`src/rtl/pc_ctrl.sv`:
```
// Program-counter controller: prioritised next-PC selection (trap, stall,
// return, jump/call, branch, sequential) with a circular return-address stack.
module pc_ctrl #(
  parameter int unsigned       ADDR_W    = 32,
  parameter logic [ADDR_W-1:0] RESET_VEC = '0,
  parameter logic [ADDR_W-1:0] TRAP_VEC  = ADDR_W'(32'h0000_0100),
  parameter int unsigned       STEP      = 4,
  parameter int unsigned       RAS_DEPTH = 4
) (
  input  logic              clk,
  input  logic              reset,
  input  logic              stall,
  input  logic              br_taken,
  input  logic [ADDR_W-1:0] br_offset,
  input  logic              jmp_en,
  input  logic [ADDR_W-1:0] jmp_target,
  input  logic              call,
  input  logic              ret,
  input  logic              trap,
  output logic [ADDR_W-1:0] pc,
  output logic              redirect,
  output logic              ras_empty,
  output logic              ras_full,
  output logic              ras_err
);

  localparam int unsigned       PTR_W   = $clog2(RAS_DEPTH);
  localparam int unsigned       CNT_W   = PTR_W + 1;
  localparam logic [CNT_W-1:0]  CNT_MAX = CNT_W'(RAS_DEPTH);
  localparam logic [ADDR_W-1:0] STEP_V  = ADDR_W'(STEP);

  if ((RAS_DEPTH < 2) || ((RAS_DEPTH & (RAS_DEPTH - 1)) != 0)) begin : g_bad_depth
    $error("pc_ctrl: RAS_DEPTH must be a power of two and at least 2");
  end

  logic [ADDR_W-1:0] ras [RAS_DEPTH];
  logic [PTR_W-1:0]  ptr, ptr_nxt;
  logic [CNT_W-1:0]  cnt, cnt_nxt;
  logic [ADDR_W-1:0] pc_nxt, seq_pc, top;
  logic              redirect_nxt, err_nxt, push, pop, flush;

  assign seq_pc = pc + STEP_V;
  // ptr points at the next free slot; the top of stack sits just below it
  assign top    = ras[ptr - PTR_W'(1)];

  // Next-PC selection in fixed priority order
  always_comb begin
    pc_nxt       = seq_pc;
    redirect_nxt = 1'b0;
    err_nxt      = ras_err;
    push         = 1'b0;
    pop          = 1'b0;
    flush        = 1'b0;
    if (trap) begin
      pc_nxt       = TRAP_VEC;
      redirect_nxt = 1'b1;
      flush        = 1'b1;
    end else if (stall) begin
      pc_nxt       = pc;
    end else if (ret) begin
      if (cnt != '0) begin
        pc_nxt       = top;
        redirect_nxt = 1'b1;
        pop          = 1'b1;
      end else begin
        err_nxt      = 1'b1;
      end
    end else if (jmp_en) begin
      pc_nxt       = jmp_target;
      redirect_nxt = 1'b1;
      push         = call;
    end else if (br_taken) begin
      pc_nxt       = pc + br_offset;
      redirect_nxt = 1'b1;
    end
  end

  // Stack pointer wraps freely so a push to a full stack overwrites the oldest entry
  always_comb begin
    ptr_nxt = ptr;
    cnt_nxt = cnt;
    if (flush) begin
      ptr_nxt = '0;
      cnt_nxt = '0;
    end else if (push) begin
      ptr_nxt = ptr + PTR_W'(1);
      if (cnt != CNT_MAX) cnt_nxt = cnt + CNT_W'(1);
    end else if (pop) begin
      ptr_nxt = ptr - PTR_W'(1);
      cnt_nxt = cnt - CNT_W'(1);
    end
  end

  always_ff @(posedge clk or posedge reset) begin
    if (reset) begin
      pc        <= RESET_VEC;
      redirect  <= 1'b0;
      ptr       <= '0;
      cnt       <= '0;
      ras_empty <= 1'b1;
      ras_full  <= 1'b0;
      ras_err   <= 1'b0;
    end else begin
      pc        <= pc_nxt;
      redirect  <= redirect_nxt;
      ptr       <= ptr_nxt;
      cnt       <= cnt_nxt;
      ras_empty <= (cnt_nxt == '0);
      ras_full  <= (cnt_nxt == CNT_MAX);
      ras_err   <= err_nxt;
    end
  end

  // Stack storage needs no reset: occupancy count alone decides validity
  always_ff @(posedge clk) begin
    if (push) ras[ptr] <= seq_pc;
  end

endmodule

```
`config.mk`:
```
export PLATFORM = sky130hd
export DESIGN_NAME = pc_ctrl
export DESIGN_NICKNAME = d
export VERILOG_FILES = /design/src/rtl/pc_ctrl.sv
export SDC_FILE = /design/constraint.sdc
export NUM_CORES = 1
export LEC_CHECK = 0
export CAP_MARGIN = 10
export CORE_MARGIN = 3
export CORE_UTILIZATION = 44
export CTS_BUF_LIST = sky130_fd_sc_hd__clkbuf_4
export DETAILED_ROUTE_END_ITERATION = 6
export SYNTH_ARGS = -nofsm -noshare
export SYNTH_HDL_FRONTEND = slang
export SYNTH_SLANG_ARGS = --single-unit
```
`constraint.sdc`:
```
create_clock -name clk -period 3.6 [get_ports clk]
set_input_delay 0.72 -clock clk [delete_from_list [all_inputs] [get_ports clk]]
set_output_delay 0.72 -clock clk [all_outputs]
set_load 0.01 [all_outputs]
```
**After elaboration in Yosys (flattened, before gate mapping)**

Memory sizes are Yosys's and may differ from the RTL's.
Cells that the tools add are included.

- Register bits: 41
- Bits in writable memories: 128
- Memories kept: 1
- Input bits: 72

- $add $sub $neg: 6
- Mux-type cells: 29
- Equal/unequal tests: 3
- Bitwise logic cells: 3
- Reduce and logical (&&, ||, !) cells: 4

Memory list:

| memory | depth | width | read ports | clocked after memory_dff | write ports | RTL line | source |
|---|---|---|---|---|---|---|---|
| ras | 4 | 32 | 1 | 0 | 1 | 36 | `logic [ADDR_W-1:0] ras [RAS_DEPTH];` |

Operators with widths:

| operator | count |
|---|---|
| $mux W32 | 6 |
| $add A32 B3 Y32 const B | 1 |
| $add A32 B32 Y32 | 1 |
| $mux W1 | 16 |
| $mux W3 | 4 |
| $mux W2 | 3 |
| $reduce_bool A3 Y1 | 2 |
| $reduce_and A4 Y1 | 1 |
| $add A3 B1 Y3 const B | 1 |
| $eq A3 B3 Y1 const B | 1 |
| $logic_not A3 Y1 | 1 |
| $ne A3 B3 Y1 const B | 1 |
| $not A1 Y1 | 3 |
| $sub A3 B1 Y3 const B | 1 |
| $add A2 B1 Y2 const B | 1 |
| $ne A2 B1 Y1 const B | 1 |
| $sub A2 B1 Y2 const B | 1 |

**Longest topological paths before layout**

- Word-level depth: 9
- Depth in mapped cells: 12
- Mapped depth without buffers: 11

**Worst setup path after synthesis**

OpenSTA, ideal clock, no wires.

- Path type: reg-to-reg
- From: reg ptr[0]
- To: reg pc[7]
- Cell stages (with the launch flop): 12
- Clock period less this slack: 3.102 ns
- Setup slack: 0.498 ns
- Data arrival time: 2.973 ns
- Path buffers: 6
- Library setup time: 0.128 ns
- Path through: dfrtp_1 buf_2 buf_2 buf_2 inv_1 ha_1 buf_2 clkbuf_1 clkbuf_1 mux4_2 o221ai_1 o22ai_1

- Longest elaborated chain between the ends: 6

Ends and longest elaborated chain:

| what | RTL line | source |
|---|---|---|
| start: declaration | 37 | `logic [PTR_W-1:0] ptr, ptr_nxt;` |
| start signal: assignment | 106 | `ptr <= ptr_nxt;` |
| $sub A2 B1 Y2 | 44 | `assign top = ras[ptr - PTR_W'(1)];` |
| $mem_v2 Z4 W32 | -- |  |
| $mux W32 | 61 | `if (cnt != '0) begin` |
| $mux W32 | 60 | `end else if (ret) begin` |
| $mux W32 | 58 | `end else if (stall) begin` |
| $mux W32 | 54 | `if (trap) begin` |
| end signal: assignment | 104 | `pc <= pc_nxt;` |
| end: declaration | 20 | `output logic [ADDR_W-1:0] pc,` |

Every way passes these cells. The select of a mux whose other input is x is not followed.
A chain may end at the register's enable or synchronous reset.

**Worst setup path after layout**

- From: in br_offset[0]
- To: reg pc[30]

- Longest elaborated chain between the ends: 6

Ends and longest elaborated chain:

| what | RTL line | source |
|---|---|---|
| start: declaration | 14 | `input logic [ADDR_W-1:0] br_offset,` |
| $add A32 B32 Y32 | 73 | `pc_nxt = pc + br_offset;` |
| $mux W32 | 72 | `end else if (br_taken) begin` |
| $mux W32 | 68 | `end else if (jmp_en) begin` |
| $mux W32 | 60 |  |
| $mux W32 | 58 |  |
| $mux W32 | 54 |  |

Every way passes these cells. The select of a mux whose other input is x is not followed.

==> results.sh <==
export IMPL_critPathTopFamily="compound AO/OA/AOI/OAI gates"
export IMPL_clk_path_buf_depth=2
export IMPL_synth_most_common_cell="edfxtp_1"
export IMPL_synth_edf_count=128
export IMPL_vias=7679
export IMPL_finalSetupTns_ns=0
export IMPL_avgViaCountPerCell=6.148
export IMPL_ys_ff_latch=169
export IMPL_syn2layout_area_growth_pct=19.73
export IMPL_yosysSeqAreaShare=0.5052
export IMPL_fmax_mhz=327.6
export IMPL_syn_area_um2=9642
export IMPL_dieArea_um2=23730
export IMPL_worst_path_max_fanout=4
export IMPL_wl_per_cell_um=23.24
export IMPL_yosysTopAreaCellShare=0.3987
export IMPL_clkTransAtPathRegs_ns=0.17
export IMPL_irDropWorstVdd_uv=247.1
export IMPL_rsz0062_at_grt="no"
export IMPL_ioPinCount=108
export IMPL_ys_warn_count=0
export IMPL_cts_setup_buffers=0
export IMPL_finClkSkew_ns=0.02160
export IMPL_setup_slack_ns=0.5472
export IMPL_die_width_um=154.0
export IMPL_finalCritPeriodShare=0.8480
export IMPL_grt_pass1_wl_mm=45.17
export IMPL_syn_area_per_cell_um2=11.62
export IMPL_synth_flop_cell="edfxtp_1"
export IMPL_synth_area_leader_cell="edfxtp_1"
export IMPL_holdWs_ns=0.5335
export IMPL_power_total_mw=5.303
export IMPL_start_util=0.4529
export IMPL_cp_required_ns=4.12
export IMPL_htree_levels=4
export IMPL_routed_wl_mm=29.03
export IMPL_setup_viol=0
export IMPL_grt_pass1_vias=7674
export IMPL_dr_pass1_iters=5
export IMPL_ant_nets=0
export IMPL_crit_path_end_kind="flip-flop"
export IMPL_clock_sinks=169
export IMPL_start_kind="primary input"
export IMPL_status="completed"
export IMPL_clkLatencyLatePin_ns=0.58
export IMPL_p_per_area_nw_per_um2=459.4
export IMPL_postCtsHoldBufs=0
export IMPL_synthArstFlopShare=0.2426
export IMPL_criticalPathCategory="in -> reg"
export IMPL_cts_tree="built"
export IMPL_dp_hpwl_mm=21.33
export IMPL_max_cap_violations=0
export IMPL_post_place_ws_ns=-0.007245
export IMPL_std_cell_rows=53
export IMPL_slowest_stage="clkdlybuf4s50_1"
export IMPL_cp_slowest_stage_delay_ns=0.46
export IMPL_synthTopCellsByCount="128 x edfxtp_1, 67 x nand2_1, 62 x a21oi_1"
export IMPL_crit_chain="clkdlybuf4s50_1 > ha_1 > inv_1 > fa_1 > nor2b_1 > o2111ai_1 > a21oi_1 > o21ai_1 > o21ai_0 > o221ai_1 > xor2_1 > a22oi_1"
export IMPL_cts_root_buffer="clkbuf_4"
export IMPL_antenna_found_initial=1
export IMPL_grt_overflow=0
export IMPL_hold_class="in -> async"
export IMPL_port_buffers=107
export IMPL_layout_drive_gt1_share=0.1501
export IMPL_globalplace_congestion=0.9826
export IMPL_p_leak_nw=4.327
export IMPL_utilization=0.5423
export IMPL_critPathBufInv=2
export IMPL_cp_arrival_ns=3.57
export IMPL_ys_types=70
export IMPL_hold_violations=0
export IMPL_dieHeight_um=154.0
export IMPL_core_area_um2=21290
export IMPL_drtIter0Drc=704
export IMPL_drc=0
export IMPL_slew_viol_final=0
export IMPL_grt_start_max_net_pins=36
export IMPL_layout_nets=1072
export IMPL_slew_headroom=0.3997
export IMPL_tightestPinTransition_ns=0.8945
export IMPL_synthTopCellsByArea="edfxtp_1 40%, dfrtp_1 10%, mux4_2 7.5%"
export IMPL_fin_crit_ns=3.053
export IMPL_syn_inst=830
export IMPL_ctsResizeCount=0
export IMPL_grt_usage=0.2460
export IMPL_cts_made_buffers=17
export IMPL_syn_nets=942
-- cell type report --
| cell class | instances | area [um2] |
|---|---|---|
| fillers | 1821 | 9743 |
| flip-flops and latches | 169 | 4872 |
| multi-input cells | 588 | 4457 |
| repair buffers | 157 | 1484 |
| well taps | 275 | 344.1 |
| clock inverters | 14 | 147.6 |
| clock buffers | 18 | 135.1 |
| inverters | 27 | 101.3 |
| diodes | 1 | 2.502 |
-- placed cells by master (no fill, tap or decap), drive strengths merged, types with 12 or more instances in the layout --
master	count
o221ai	22
dfrtp	40
buf	50
a21oi	63
nand2	67
nand4	12
clkdlybuf4s50	107
nand3	21
o21ai	46
edfxtp	128
and3	14
inv	38
mux4	32
ha	39
xnor2	33
clkbuf	18
a21o	23
a211oi	13
nor2	54
xor2	18
-- sequential cells by signal, summed over array words and instances (netlist names) --
signal / flops
ras_err: 1
redirect: 1
ras_empty: 1
ras: 128
ras_full: 1
pc: 32
cnt: 3
ptr: 2
-- cells by family (layout without fill, tap and decap cells) --
kind of cell	after synthesis	after routing	synth area share
AOI/OAI and AO/OA	240	240	0.1677
and+or+nand+nor	216	216	0.1095
DFF	169	169	0.5052
buffers and inverters	73	216	0.03309
xor gates and xnor gates	51	51	0.04711
muxes	41	41	0.08474
adders and majority gates	40	40	0.05269
other	0	1	0
-- routing by layer --
metal | part of all wire | vias up | global-route usage
met3 | 0.084 | 43 | 0.04616
met2 | 0.45 | 358 | 0.3675
met5 | 0 | - | 0
li1 | - | 3466 | -
met4 | 0.020 | 0 | 0.06770
met1 | 0.45 | 3812 | 0.3695
-- worst paths after layout --
path,end,start,slack (ns),cells after the start
max,pc[30],br_offset[0],0.55,12
max in group asynchronous,pc[13],reset,2.30,3
min,redirect,reset,0.53,2
min reg2reg,ras_err,ras_err,0.55,1
max reg2reg,pc[30],pc[0],0.57,11
min in group clk,ras_err,ras_err,0.55,1
-- power breakdown --
group / leakage, nW / internal [mW] / switching, mW
Clock: 0.159 / 0.332 / 0.799
Sequential: 1.71 / 2.23 / 0.144
Combinational: 2.46 / 0.794 / 0.999
-- per-stage QoR --
stage                     cells  area, um2
after floorplan             830       9642
after global routing       1249      11540
after global placement     1216      11260
after CTS                  1248      11540
after detailed placement   1216      11260
final                      1249      11540
(Power assumes the default switching activity.)
